**src/rtl/matrix_pkg.sv**
```systemverilog
// Shared types and default geometry for the matrix frame read-side sequencer.
package matrix_pkg;

   typedef enum logic [2:0] {
      IDLE,
      ISSUE,
      WAIT,
      PRESENT,
      DONE
   } reader_state_t;

   // Default build: 6 banks x 2 blocks of 2250 one-byte addresses.
   localparam int LANES    = 12;
   localparam int ADDR_MAX = 2249;

   function automatic logic [7:0] lane_byte(input logic [LANES*8-1:0] flat, input int i);
      return flat[i*8 +: 8];
   endfunction

endpackage

```
**src/rtl/matrix_frame_reader.sv**
```systemverilog
// Sweeps every address of the stable buffer half after each buffer-updated pulse
// and hands the lane bytes of each address to the transmitters one word at a time.
module matrix_frame_reader
   import matrix_pkg::*;
#(
   parameter int BYTES_PER_BLOCK = 2250,
   parameter int BANK_COUNT      = 6,
   parameter int BLOCK_COUNT     = 2,
   parameter int DATA_WIDTH      = 8,
   parameter int READ_LATENCY    = 2,
   localparam int LANE_COUNT     = BANK_COUNT * BLOCK_COUNT,
   localparam int WORDS          = BYTES_PER_BLOCK * 8 / DATA_WIDTH,
   localparam int ADDR_W         = $clog2(WORDS)
) (
   input  logic                             I_clk,
   input  logic                             I_rst_n,
   input  logic                             I_frame_trigger,
   input  logic                             I_buffer_valid,
   output logic                             O_read_enable,
   output logic [ADDR_W-1:0]                O_read_address,
   input  logic [LANE_COUNT*DATA_WIDTH-1:0] I_read_data_flat,
   output logic [LANE_COUNT*DATA_WIDTH-1:0] O_lane_data_flat,
   output logic                             O_valid,
   input  logic                             I_ready,
   output logic                             O_first,
   output logic                             O_last,
   output logic                             O_busy,
   output logic                             O_frame_done,
   output reader_state_t                    O_state
);

   localparam int ADDR_LAST = WORDS - 1;
   localparam int LAT_W     = (READ_LATENCY > 1) ? $clog2(READ_LATENCY) : 1;

   reader_state_t     state;
   logic [ADDR_W-1:0] addr;
   logic [LAT_W-1:0]  lat_cnt;
   logic              pending;

   assign O_read_address = addr;
   assign O_state        = state;

   // Handshake: a word transfers on a clock where O_valid && I_ready; O_valid,
   // data, O_first and O_last hold unchanged until then, and I_ready is ignored
   // while O_valid is low.
   always_ff @(posedge I_clk or negedge I_rst_n) begin
      if (!I_rst_n) begin
         state            <= IDLE;
         addr             <= '0;
         lat_cnt          <= '0;
         pending          <= 1'b0;
         O_read_enable    <= 1'b0;
         O_lane_data_flat <= '0;
         O_valid          <= 1'b0;
         O_first          <= 1'b0;
         O_last           <= 1'b0;
         O_busy           <= 1'b0;
         O_frame_done     <= 1'b0;
      end else begin
         O_read_enable <= 1'b0;
         O_frame_done  <= 1'b0;
         // Triggers during a sweep coalesce into a single deferred sweep.
         if (I_frame_trigger && state != IDLE) pending <= 1'b1;
         case (state)
            IDLE: begin
               if (I_frame_trigger || pending) begin
                  pending <= 1'b0;
                  if (I_buffer_valid) begin
                     state         <= ISSUE;
                     addr          <= '0;
                     O_read_enable <= 1'b1;
                     O_busy        <= 1'b1;
                  end
               end
            end
            ISSUE: begin
               state   <= WAIT;
               lat_cnt <= '0;
            end
            WAIT: begin
               // The last WAIT clock is the one where the buffer output is valid.
               if (lat_cnt == LAT_W'(READ_LATENCY - 1)) begin
                  O_lane_data_flat <= I_read_data_flat;
                  O_valid          <= 1'b1;
                  O_first          <= (addr == '0);
                  O_last           <= (addr == ADDR_W'(ADDR_LAST));
                  state            <= PRESENT;
               end else begin
                  lat_cnt <= lat_cnt + 1'b1;
               end
            end
            PRESENT: begin
               if (I_ready) begin
                  O_valid <= 1'b0;
                  O_first <= 1'b0;
                  O_last  <= 1'b0;
                  if (addr == ADDR_W'(ADDR_LAST)) begin
                     state        <= DONE;
                     O_frame_done <= 1'b1;
                  end else begin
                     addr          <= addr + 1'b1;
                     state         <= ISSUE;
                     O_read_enable <= 1'b1;
                  end
               end
            end
            DONE: begin
               state  <= IDLE;
               O_busy <= 1'b0;
            end
            default: state <= IDLE;
         endcase
      end
   end

endmodule
```
**config.mk**
```make
export PLATFORM = sky130hd
export DESIGN_NAME = matrix_frame_reader
export DESIGN_NICKNAME = d
export VERILOG_FILES = /design/src/rtl/matrix_pkg.sv /design/src/rtl/matrix_frame_reader.sv
export SDC_FILE = /design/constraint.sdc
export NUM_CORES = 1
export LEC_CHECK = 0
export BUFFER_PORTS_ARGS = -buffer_cell sky130_fd_sc_hd__buf_2
export CELL_PAD_IN_SITES_DETAIL_PLACEMENT = 1
export CELL_PAD_IN_SITES_GLOBAL_PLACEMENT = 2
export CORE_MARGIN = 10
export CORE_UTILIZATION = 32
export CTS_CLUSTER_SIZE = 28
export DETAILED_ROUTE_END_ITERATION = 16
export GPL_TIMING_DRIVEN = 0
export PLACE_DENSITY_LB_ADDON = 0.1
export SLEW_MARGIN = 20
export SYNTH_ARGS = -nofsm -noshare
export SYNTH_HDL_FRONTEND = slang
export SYNTH_SLANG_ARGS = --single-unit
```
**constraint.sdc**
```tcl
create_clock -name I_clk -period 3.2 [get_ports I_clk]
set_input_delay 0.48 -clock I_clk [delete_from_list [all_inputs] [get_ports I_clk]]
set_output_delay 0.48 -clock I_clk [all_outputs]
set_load 0.03 [all_outputs]
```
==> impl_metrics.tcl <==
set metrics [dict create \
    powerDensity_mw_per_mm2 1240 \
    power_frac_clock_pct 24.0 \
    clock_latency_ns 0.42 \
    io_pins 218 \
    tightest_slew_ns 0.538 \
    leakage_nw 3.31 \
    skew_ns 0.0133 \
    first_iter_violations 92 \
    antenna_found_initial 2 \
    max_slew_margin_pct 64.1 \
    p_sw_share_pct 42.6 \
    fillers 1581 \
    peakVddDrop_mv 0.433 \
    fp-row-count 44 \
    netlist_area_sq_mm 0.00481 \
    drt_wl_total_um 15600 \
    grt_max_degree 67 \
    drive_gt1_share_pct 45.8 \
    p_int_w 0.00483 \
    p_comb_share_pct 45.1 \
    max_stage_delay_ns 0.35 \
    seq_area_frac_synth_pct 61.9 \
    globalRouteOverflowTotal 0 \
    port_buffers 217 \
    ant_nets 0 \
    ys_ff_latch 119 \
    crit_path_cell_trace "buf_2, nor2b_4, and3b_1, buf_2, buf_2, mux2_1" \
    drc 0 \
    ys_warn_count 0 \
    crit_slowest_cell "dfrtp_1" \
    largest_reg_flops 96 \
    seq_power_share_pct 31.0 \
    cts_buffers 17 \
    syn2layout_area_growth_pct 41.2 \
    seqCellArea_sq_mm 0.00298 \
    via_per_inst 4.72 \
    final_common_cell "buf_2" \
    track_usage_pct 15.1 \
    period_needed_ns 2.07 \
    rsz0062_at_grt "false" \
    placed_cell_area_sq_mm 0.00616 \
    worstSetupPathType "reg -> reg" \
    maxCapViolCount 0 \
    fmax_ghz 0.483 \
    cts_max_path_buffers 2 \
    coreArea_sq_mm 0.0146 \
    fin_tns_setup_ns 0 \
    via_count 3638 \
    cp_top_family "buffers and inverters" \
    nets 676 \
    multi_input_area_sq_mm 0.00168 \
    cts_setup_buffers 0 \
    dieWidth_um 143 \
    die_h_um 143 \
    gp_congestion 0.778 \
    cp-end-kind "flip-flop" \
    layout_common_cells "buf_2 (221), dfrtp_1 (119), mux2_1 (96), clkbuf_16 (17), nor2_1 (11)" \
    cp_max_fo 10 \
    cts_tree "done" \
    routedWlPerCell_um 20.2 \
    firstDrtPassIters 4 \
    dp_hpwl_um 12300 \
    grt_pass1_vias 3971 \
    syn_nets 439 \
    synthCells 335 \
    cts_resized 0 \
    clk_pin_slew_ns 0.06 \
    required_ns 3.49 \
    cts_sinks 119 \
    slew_viol_final 0 \
    synth_cell_types 42 \
    status "complete, no violations" \
    ctsHoldBuffers 0 \
    path_common_cell "buf_2" \
    setup_violations 0 \
    top_register "O_lane_data_flat" \
    netSwitchingPower_w 0.00358 \
    dieArea_sq_mm 0.0203 \
    min_path_type "in -> async" \
    start_kind "flip-flop" \
    crit_arrival_ns 2.35 \
    finalHoldViolations 0 \
    post-route-period-util_pct 64.7 \
    crit_buf_inv 3 \
    postLayoutCellArea_sq_mm 0.00679 \
    cts-htree-levels 4 \
    synth_area_per_cell_sq_um 14.3 \
    start_util_pct 32.8 \
    cts-root-buf "clkbuf_16" \
    grt_pass1_wl_um 23400 \
]
area by class of cell:
class,count,share of cell area [%]
Antenna cell,1,0.0369
Buffer,19,1.71
Clock buffer,24,7.10
Clock inverter,8,2.12
Inverter,8,0.443
Multi-Input combinational cell,189,24.8
Sequential cell,119,43.9
Tap cell,184,3.39
Timing Repair Buffer,218,16.5
synthesized netlist by cell type:
master     number  area share [%]
a211oi_1        2            0.31
a21boi_0        2            0.31
a21boi_1        1            0.16
a21boi_2        1            0.23
a21o_1          1            0.16
a21oi_1         3            0.31
a2bb2oi_1       2            0.36
a31oi_1         8             1.0
and2_1          1            0.13
and3_1          2            0.26
and3b_1         1            0.18
and4_1          2            0.36
and4_4          1            0.23
buf_1           1           0.078
buf_2           5            0.52
buf_4           8             1.2
buf_6           1            0.23
clkbuf_1        3            0.23
clkbuf_2        1            0.10
dfrtp_1       119              62
ha_1            3            0.78
inv_1           7            0.55
inv_2           1           0.078
mux2_1         96              22
nand2_1         8            0.62
nand2b_1        2            0.26
nand3_1         8            0.83
nand4_1         3            0.39
nand4_4         1            0.44
nor2_1         11            0.86
nor2b_4         1            0.29
nor3_1          5            0.52
nor4_1          1            0.13
nor4_4          1            0.44
o211ai_1        3            0.47
o21ai_0         4            0.42
o21ai_1         7            0.73
o31a_1          2            0.36
o32a_1          1            0.21
or2_2           1            0.13
or3_1           2            0.26
or4_1           2            0.31
path summary, 6_finish.rpt:
path | startpoint | to | slack [ns] | cells after the start
setup / recovery | O_state[1] | O_lane_data_flat[21] | 1.13 | 6
hold / removal | I_rst_n | O_lane_data_flat[68] | 0.03 | 1
setup reg to reg | O_state[1] | O_lane_data_flat[21] | 1.13 | 6
hold reg to reg | O_lane_data_flat[19] | O_lane_data_flat[19] | 0.47 | 1
max in group asynchronous | I_rst_n | O_read_address[5] | 2.48 | 2
min in group I_clk | I_read_data_flat[89] | O_lane_data_flat[89] | 0.28 | 2
metrics by stage:
| step | std cells | hold slack, ns | utilization (%) | worst slack [ns] | total power, W |
|---|---|---|---|---|---|
| final | 770 | 0.0285 | 46.3 | 1.13 | 0.00841 |
| after global routing | 769 | 0.0579 | 46.3 | 0.937 | 0.00890 |
| after CTS | 769 | 0.0354 | 46.3 | 1.11 | 0.00856 |
| after detailed placement | 737 | 0.465 | 42.0 | 1.12 | 0.00651 |
| after global placement | 736 | 0.458 | 41.8 | 0.0813 | 0.00638 |
| after floorplan | 335 | 0.184 | - | 1.28 | 0.00515 |
metal layers:
metal,global-route usage (%),up-vias,wire length (um)
li1,-,1678,-
met1,16.8,1809,6370
met2,25.6,131,7710
met3,5.84,16,1250
met4,5.54,4,208
met5,0,-,34
worst register-to-register path: stages (launching register included):
cell and delay (ns):
dfrtp_1 0.35, buf_2 0.21, nor2b_4 0.22, and3b_1 0.19, buf_2 0.27, buf_2 0.34, mux2_1 0.35
power groups by stage:
| stage | clock, W | sequential (W) | combinational [W] |
|---|---|---|---|
| 3_5_place_dp | 0 | 0.00264 | 0.00388 |
| 6_report | 0.00201 | 0.00260 | 0.00379 |
| 5_1_grt | 0.00214 | 0.00271 | 0.00405 |
| 4_1_cts | 0.00207 | 0.00262 | 0.00388 |
| 2_1_floorplan | 0 | 0.00402 | 0.00114 |
| 3_3_place_gp | 0 | 0.00258 | 0.00379 |
cells by family after synthesis:
logic type / after synthesis / synth area share, %
flops: 119 / 61.9
mux: 96 / 22.5
simple gates: 53 / 6.66
compound gates: 37 / 5.08
buf+inv: 27 / 3.05
fa+ha+maj: 3 / 0.781
(Power assumes the default switching activity.)
